==> src/rtl/txn_stage_sequencer.sv <==
// rtl/txn_stage_sequencer.sv - walks a transaction through NUM_STAGES travel/step phase pairs.
// Optional SEQ_TIMEOUT_EN adds a per-phase watchdog and the timeout_flag output.
module txn_stage_sequencer #(
  parameter int NUM_STAGES     = 4,
  parameter int CODE_W         = 3,
  parameter int CNT_W          = 8,
  parameter int TIMEOUT_CYCLES = 1024
) (
  input  logic              clock,
  input  logic              reset,
  input  logic              start_animation,
  input  logic              done_travel,
  input  logic              done_step,
  input  logic              step_fail,
  input  logic              cancel,
  output logic [CODE_W-1:0] step,
  output logic [CODE_W-1:0] travel,
  output logic              busy,
  output logic              finished_transaction,
  output logic              failed_transaction,
  output logic              pending,
  output logic [CNT_W-1:0]  done_count,
  output logic [CNT_W-1:0]  fail_count
`ifdef SEQ_TIMEOUT_EN
  ,
  output logic              timeout_flag
`endif
);

  typedef enum logic [2:0] {
    S_IDLE, S_TRAVEL, S_STEP, S_FINAL_TRAVEL, S_DONE, S_FAIL
  } state_t;

  localparam logic [2:0]        LAST_STAGE  = 3'(NUM_STAGES - 1);
  localparam logic [CODE_W-1:0] FINISH_CODE = CODE_W'(NUM_STAGES + 1);

  if (NUM_STAGES < 2 || NUM_STAGES > 7 || (1 << CODE_W) <= NUM_STAGES || TIMEOUT_CYCLES < 2)
  begin : g_bad_params
    $error("txn_stage_sequencer: parameter combination out of range");
  end

  state_t            state;
  state_t            nxt;
  logic [2:0]        stage;
  logic [CODE_W-1:0] stage_code;
  logic              in_phase;
  logic              phase_expired;

  assign stage_code = CODE_W'(stage) + CODE_W'(1);
  assign in_phase   = (state == S_TRAVEL) || (state == S_STEP) || (state == S_FINAL_TRAVEL);

`ifdef SEQ_TIMEOUT_EN
  localparam int PH_W = $clog2(TIMEOUT_CYCLES);
  logic [PH_W-1:0] phase_cnt;
  logic            timeout_trip;

  assign phase_expired = in_phase && (phase_cnt == PH_W'(TIMEOUT_CYCLES - 1));
  // A timeout only counts when the awaited done did not arrive in the same cycle.
  assign timeout_trip  = (nxt == S_FAIL) && phase_expired && !cancel &&
                         !((state == S_STEP) && done_step);

  always_ff @(posedge clock or posedge reset) begin
    if (reset) begin
      phase_cnt    <= '0;
      timeout_flag <= 1'b0;
    end else begin
      phase_cnt <= (nxt != state || !in_phase) ? '0 : phase_cnt + PH_W'(1);
      if (state == S_IDLE && nxt == S_TRAVEL)
        timeout_flag <= 1'b0;
      else if (timeout_trip)
        timeout_flag <= 1'b1;
    end
  end
`else
  assign phase_expired = 1'b0;
`endif

  always_ff @(posedge clock or posedge reset) begin
    if (reset) state <= S_IDLE;
    else       state <= nxt;
  end

  always_comb begin
    nxt = state;
    case (state)
      S_IDLE:
        if (start_animation || pending) nxt = S_TRAVEL;
      S_TRAVEL:
        if (cancel)             nxt = S_FAIL;
        else if (done_travel)   nxt = S_STEP;
        else if (phase_expired) nxt = S_FAIL;
      S_STEP:
        if (cancel)                 nxt = S_FAIL;
        else if (done_step) begin
          if (step_fail)                nxt = S_FAIL;
          else if (stage == LAST_STAGE) nxt = S_FINAL_TRAVEL;
          else                          nxt = S_TRAVEL;
        end
        else if (phase_expired)     nxt = S_FAIL;
      S_FINAL_TRAVEL:
        if (cancel)             nxt = S_FAIL;
        else if (done_travel)   nxt = S_DONE;
        else if (phase_expired) nxt = S_FAIL;
      S_DONE:  nxt = S_IDLE;
      S_FAIL:  nxt = S_IDLE;
      default: nxt = S_IDLE;
    endcase
  end

  always_comb begin
    step                 = '0;
    travel               = '0;
    busy                 = (state != S_IDLE);
    finished_transaction = (state == S_DONE);
    failed_transaction   = (state == S_FAIL);
    case (state)
      S_TRAVEL: begin
        step   = stage_code;
        travel = stage_code;
      end
      S_STEP:         step   = stage_code;
      S_FINAL_TRAVEL: travel = FINISH_CODE;
      S_DONE:         step   = FINISH_CODE;
      default: ;
    endcase
  end

  // Counters bump on entry to DONE/FAIL so the count is visible with the pulse.
  always_ff @(posedge clock or posedge reset) begin
    if (reset) begin
      stage      <= '0;
      pending    <= 1'b0;
      done_count <= '0;
      fail_count <= '0;
    end else begin
      if (state == S_IDLE && nxt == S_TRAVEL)
        stage <= '0;
      else if (state == S_STEP && nxt == S_TRAVEL)
        stage <= stage + 3'd1;

      if (state == S_IDLE)
        pending <= 1'b0;
      else if (start_animation)
        pending <= 1'b1;

      if (nxt == S_DONE && done_count != {CNT_W{1'b1}})
        done_count <= done_count + CNT_W'(1);
      if (nxt == S_FAIL && fail_count != {CNT_W{1'b1}})
        fail_count <= fail_count + CNT_W'(1);
    end
  end

endmodule

==> config.mk <==
export PLATFORM = sky130hd
export DESIGN_NAME = txn_stage_sequencer
export DESIGN_NICKNAME = d
export VERILOG_FILES = /design/src/rtl/txn_stage_sequencer.sv
export SDC_FILE = /design/constraint.sdc
export NUM_CORES = 1
export LEC_CHECK = 0
export CAP_MARGIN = 40
export CORE_MARGIN = 2
export CORE_UTILIZATION = 47
export CTS_CLUSTER_SIZE = 14
export DETAILED_ROUTE_END_ITERATION = 10
export PLACE_DENSITY = 0.85
export SETUP_SLACK_MARGIN = 0.5
export SYNTH_ARGS = -nofsm -noshare
export SYNTH_HDL_FRONTEND = slang
export SYNTH_SLANG_ARGS = --single-unit
==> constraint.sdc <==
create_clock -name clock -period 2.4 [get_ports clock]
set_clock_uncertainty 0.15 [all_clocks]
set_input_delay 0.36 -clock clock [delete_from_list [all_inputs] [get_ports clock]]
set_output_delay 0.36 -clock clock [all_outputs]
set_load 0.005 [all_outputs]
==> metrics, run 1 <==
max incr delay on CP=0.42 ns; final hold vios=0; placed insts=179; r2r startpoint=state[0]$_DFF_PP0_; Unique masters post-synth=32; mux cell area share after synthesis=0.0452; Fillers=166; Syn Inst Count=118; number of enable flip-flop cells after synthesis=0; crit path kind=flop to output pin; Total Wirelength=3.36 mm; internal reg-to-reg setup slack=0.35 ns; vias=around 1,100; worst-path fanout max=4; dpl hpwl=1.87 mm; Final GP Congestion=0.736; Worst Path Required=1.89 ns; die extent in x=55.5 um; Hold-fix buffers, CTS=0; final setup fails=0; Max IR drop VDD=0.000789 V; total grt overflow=0; critical path arrival=roughly 1.6 ns; adder-cell share of the synthesized area=0.0402; crit end category=output pin; P_leak=about 0.86 nW; WL per Instance=around 16 um; largest net degree at the start of global routing=24; Starting DRT DRC Count=29; core area=2500 um^2; Yosys top cell area share=0.462; DP Area=1580 um^2; GRT Resource Usage Total=0.214; Setup crit start kind=flop; sequential fraction of the synthesis area=0.462; final worst slack=0.326 ns; Post-layout nets=186; synthesized area=1240 um^2; TritonCTS Buffers=3; Post-Layout Cell Count=204; # diodes=0; worst rel slew slack=0.740; CTS clk-pin slew, worst paths=0.13 ns; initial antenna violation count=0; Worst Max-Slew Pin Slew=0.389 ns; largest family of logic cells by synthesized area=simple AND/OR/NAND/NOR gates; CTS tree=done; top cells by area, synth=dfrtp_1 (46%), xor2_1 (5.6%), xnor2_1 (4.9%); CTS HTree Levels=1; Skew-Pair Late Insertion Delay=0.31 ns; Max Cap Violations=0; register area=579 um^2; Num Clock Sinks=23; fin. max-slew vios=0; layout cell share with drive strength beyond 1=0.425; PortBufs=32; die area=3080 um^2; most common cell in the netlist=dfrtp_1; Ys Warns=0; drt pass-1 iters=4; simple-gate share of the synthesized area=0.195; setup tns final=0 ns; XOR/XNOR share of the synthesized area=0.106; Yosys reg bits=23; footprint of the multi-input gates=756 um^2; Compound-Gate Fraction of Synth Area=0.0915; prevailing post-synth register cell=dfrtp_1; Syn-to-layout area delta=54.4%; Syn Nets=129; Period minus WS final=approximately 2.1 ns; vias in the first global route=1,091; initial core utilization=0.498; boundary pin count=33; reg2reg end=fail_count[5]$_DFFE_PP0P_; Register-to-Register Path Depth=7; antenna viol nets, final=0; Critical Path, Cell by Cell=buf_4, or2b_4, a21oi_1, dlygate4sd2_1; synth cell count leaders=dfrtp_1 (23), nor2_1 (11), inv_1 (9), xor2_1 (8), xnor2_1 (7); Fmax achieved=0.482 GHz; worst hold slack=between 0.2 and 0.25 ns; CP Launch Point=state[0]$_DFF_PP0_; Row Count=18; pwr/cell area=1210 nW/um^2; clk root buf=clkbuf_4; ys async rst share=1.00; DRC viols=0; fin crit share=0.864; total power=2.32 mW; Post-Place Setup Slack=-0.0255 ns; Synth area leader=dfrtp_1; Max clock buf depth=2; vias per std cell=5.46; die height=roughly 55 um; RSZ-0062 raised after global routing=yes; first-pass GRT wire length=approximately 5.2 mm; Synth Area per Inst=roughly 11 um^2; worst min path class=input port to asynchronous set/reset pin; status=finished, final reports clean; Final Instance Area=just under 2000 um^2; CP max-delay cell=dfrtp_2; Final Util=0.769
report_power, final:
group          total (mW)  leakage [nW]  switching, mW  internal, mW
Sequential          0.680         0.294          0.162         0.518
Clock               0.181        0.0150          0.116        0.0649
Combinational        1.46         0.547          0.633         0.823
cells in the final DEF, fill, tap and decap left out, types with 3 or more instances in the layout:
master,instances
mux2_4,4
dfrtp_1,20
xor2_1,7
clkbuf_4,3
inv_1,5
buf_6,7
xnor2_1,7
inv_2,4
buf_2,5
nor3_2,3
clkdlybuf4s50_1,23
a21oi_2,3
nand2_1,3
nand3_1,4
and3_1,3
nor2_1,8
nand4_1,5
buf_4,17
dfrtp_2,3
worst max-delay path by stage:
stage / to / slack [ns] / depth (start not counted)
floorplan: done_count[1]$_DFFE_PP0P_ / 0.48 / 6
global placement: stage[1]$_DFFE_PP0P_ / 0.05 / 6
detailed placement: stage[2]$_DFFE_PP0P_ / -0.03 / 6
CTS: finished_transaction / 0.33 / 4
global route: fail_count[5]$_DFFE_PP0P_ / 0.27 / 7
finish: travel[0] / 0.33 / 4
state kept, by name, indices dropped and copies added, names as in the netlist:
register    count
state           3
pending         1
stage           3
fail_count      8
done_count      8
critical path: cells and delay by family (launching register included):
family	cells	cell delay, ns
simple gates	1	0.30
buf+inv	2	0.40
compound gates	1	0.14
flops	1	0.42
what timing repair did:
item / 4_1_cts / 5_1_grt
setup buffers: 19 / 2
gates cloned: 0 / 0
endpoints found under the hold margin: 0 / 0
pin swaps: 12 / 13
resized for setup: 56 / 23
endpoints found under the setup margin: 27 / 28
kinds of logic after synthesis:
logic type / after synthesis
adders and majority gates: 4
and+or+nand+nor: 44
AOI/OAI and AO/OA: 14
DFF: 23
muxes: 5
xor gates and xnor gates: 15
buffers and inverters: 13
cell type report:
class                   instances  area share
repair buffers                 56       0.255
multi-input cells              82       0.393
well taps                      30      0.0195
inverters                       9      0.0176
clock buffers                   4      0.0137
flip-flops and latches         23       0.301
metal layers:
layer  share of wire  up-vias  GRT usage
li1                -      520          -
met1            0.44      546      0.280
met2            0.50       41      0.361
met3           0.041        6     0.0351
met4           0.019        0     0.0732
met5               0        -          0
Note: power is estimated with default switching activity, not from simulation.
==> run 2: changes to the inputs <==
--- a/config.mk
+++ b/config.mk
@@ -5,13 +5,15 @@
 export SDC_FILE = /design/constraint.sdc
 export NUM_CORES = 1
 export LEC_CHECK = 0
-export CAP_MARGIN = 40
+export CAP_MARGIN = 20
+export CORE_ASPECT_RATIO = 0.9
 export CORE_MARGIN = 2
 export CORE_UTILIZATION = 47
 export CTS_CLUSTER_SIZE = 14
 export DETAILED_ROUTE_END_ITERATION = 10
 export PLACE_DENSITY = 0.85
 export SETUP_SLACK_MARGIN = 0.5
+export SLEW_MARGIN = 10
 export SYNTH_ARGS = -nofsm -noshare
 export SYNTH_HDL_FRONTEND = slang
 export SYNTH_SLANG_ARGS = --single-unit
==> run 2 against run 1 <==
Sequential share of layout area up 0.65 points. First-iteration DRC count up 14%. Clock-buffer cell count down 1. Worst setup slack better by 0.024 ns. Final area down 1.7%. Non-clock buffer count unchanged. Via count down 1.2%. Critical endpoint is now done_count[1]$_DFFE_PP0P_.
==> metrics, run 2 (synthesis gave the netlist of run 1 again) <==
status=finished, final reports clean; DRC viols=0 (unchanged); GRT Resource Usage Total=0.228 (+0.0136); pwr/cell area=1210 nW/um^2 (+0.40%); total power=2.29 mW (-1.3%); boundary pin count=33 (unchanged); dpl hpwl=1.95 mm (+4.1%); commonest cells after routing, fill and taps aside=clkdlybuf4s50_1 (22), dfrtp_1 (18), buf_4 (18); Period minus WS final=2.05 ns (-0.0239 ns); vias per std cell=5.45 (-0.19%); Row Count=17 (-1); Final Instance Area=1890 um^2 (-1.7%); Setup crit start kind=flop; Post-Layout Cell Count=202 (-0.98%); Skew-Pair Late Insertion Delay=0.31 ns (about the same); Max IR drop VDD=0.000878 V (+11%); final hold vios=0 (unchanged); crit path kind=flop to flop; largest registers=done_count (8), fail_count (8); layout cell share with drive strength beyond 1=0.443 (+0.0172); crit end category=flop; setup tns final=0 ns (unchanged); Post-layout nets=186 (unchanged); initial antenna violation count=0 (unchanged); CTS tree=done; Hold-fix buffers, CTS=0 (unchanged); CTS clk-pin slew, worst paths=0.13 ns (about the same); fin. max-slew vios=0 (unchanged); register area=582 um^2 (+0.43%); die extent in x=58.3 um (+5.0%); Syn-to-layout area delta=51.8%; TritonCTS Buffers=3 (unchanged); DP Area=1580 um^2 (-0.16%); placed insts=177 (-1.1%); Fmax achieved=0.488 GHz (+1.2%); vias in the first global route=1,133 (+3.8%); Total Wirelength=3.18 mm (-5.2%); max incr delay on CP=0.45 ns (+0.03 ns); clk root buf=clkbuf_4; # diodes=0 (unchanged); PortBufs=32 (unchanged); commonest non-fill, non-tap cell in the layout=clkdlybuf4s50_1; Starting DRT DRC Count=33 (+14%); die area=3080 um^2 (about the same); Critical Path, Cell by Cell=buf_6, nand3b_1, a211oi_4, and4bb_4, mux2_2; worst rel slew slack=0.732 (-0.00812); largest net degree at the start of global routing=24 (unchanged); core area=2490 um^2 (-0.45%); Final GP Congestion=0.776 (+5.4%); CTS HTree Levels=1 (unchanged); Worst Max-Slew Pin Slew=0.402 ns (+0.0122 ns); die height=52.8 um (-4.8%); drt pass-1 iters=4 (unchanged); CP max-delay cell=dfrtp_2; WL per Instance=15.8 um (-4.3%); Fillers=172 (+3.6%); worst-path fanout max=8 (+4); footprint of the multi-input gates=728 um^2 (-3.6%); first-pass GRT wire length=5.28 mm (+1.2%); final setup fails=0 (unchanged); total grt overflow=0 (unchanged); Max clock buf depth=2 (unchanged); fin crit share=0.854 (-0.00995); antenna viol nets, final=0 (unchanged); critical path arrival=2.10 ns (+0.54 ns); RSZ-0062 raised after global routing=yes; Worst Path Required=2.45 ns (+0.56 ns); initial core utilization=0.500 (+0.00225); Max Cap Violations=0 (unchanged); Num Clock Sinks=23 (unchanged); vias=1,100 (-1.2%); P_leak=0.843 nW (-1.4%); worst min path class=input port to asynchronous set/reset pin
[run 2: cell types whose count changed in the layout (fill, tap and decap cells not counted), moves of 2 or more]
cell	delta
dfrtp_1	-2
dfrtp_2	+2
nand2_1	+2
nand2_2	-2
[run 2: repair_timing]
| item | in CTS | in global routing |
|---|---|---|
| buffers inserted | 18 | 3 |
| hold endpoints to repair | 0 | 0 |
| pin swaps | 15 | 10 |
| resized for setup | 61 | 19 |
| setup endpoints to repair | 27 | 30 |
[run 2: area by class of cell]
| class | count | area share |
|---|---|---|
| clock buffer | 3 | 0.0119 |
| clock inverter | 1 | 0.00265 |
| inverter | 9 | 0.0179 |
| multi-input combinational | 82 | 0.385 |
| sequential | 23 | 0.308 |
| tap | 28 | 0.0185 |
| timing repair buffer | 56 | 0.256 |
[run 2: worst paths after layout]
kind	from	endpoint	slack (ns)	cells after the start
max reg2reg	state[0]$_DFF_PP0_	done_count[1]$_DFFE_PP0P_	0.35	5
max in group asynchronous	reset	state[1]$_DFF_PP0_	1.62	3
min	reset	fail_count[0]$_DFFE_PP0P_	0.23	3
max	state[0]$_DFF_PP0_	done_count[1]$_DFFE_PP0P_	0.35	5
min in group clock	fail_count[6]$_DFFE_PP0P_	fail_count[6]$_DFFE_PP0P_	0.36	1
min reg2reg	fail_count[6]$_DFFE_PP0P_	fail_count[6]$_DFFE_PP0P_	0.36	1
[run 2: power breakdown]
part | internal [mW] | switching [mW] | leakage [nW]
Sequential | 0.521 | 0.158 | 0.291
Combinational | 0.810 | 0.620 | 0.534
Clock | 0.0622 | 0.115 | 0.0177
[run 2: worst max-delay path: cells and delay by family, from the launching register on]
family / cells / cell delay (ns)
AO/OA/AOI/OAI: 1 / 0.32
buffers and inverters: 1 / 0.14
flip-flops: 1 / 0.45
multiplexers: 1 / 0.34
AND/OR/NAND/NOR: 2 / 0.55
[run 2: routing by layer]
metal	global-route usage	vias up	share of wire
li1	-	519	-
met1	0.297	549	0.45
met2	0.396	27	0.50
met3	0.0395	5	0.045
met4	0.0543	0	0.0094
met5	0	-	0
[run 2: per-stage QoR]
step / utilization / setup WS (ns) / hold WS [ns]
2_1_floorplan: - / 0.475 / 0.212
3_3_place_gp: 0.635 / 0.0485 / 0.336
3_5_place_dp: 0.635 / -0.0424 / 0.345
4_1_cts: 0.741 / 0.380 / 0.235
5_1_grt: 0.759 / 0.280 / 0.271
6_report: 0.759 / 0.350 / 0.226
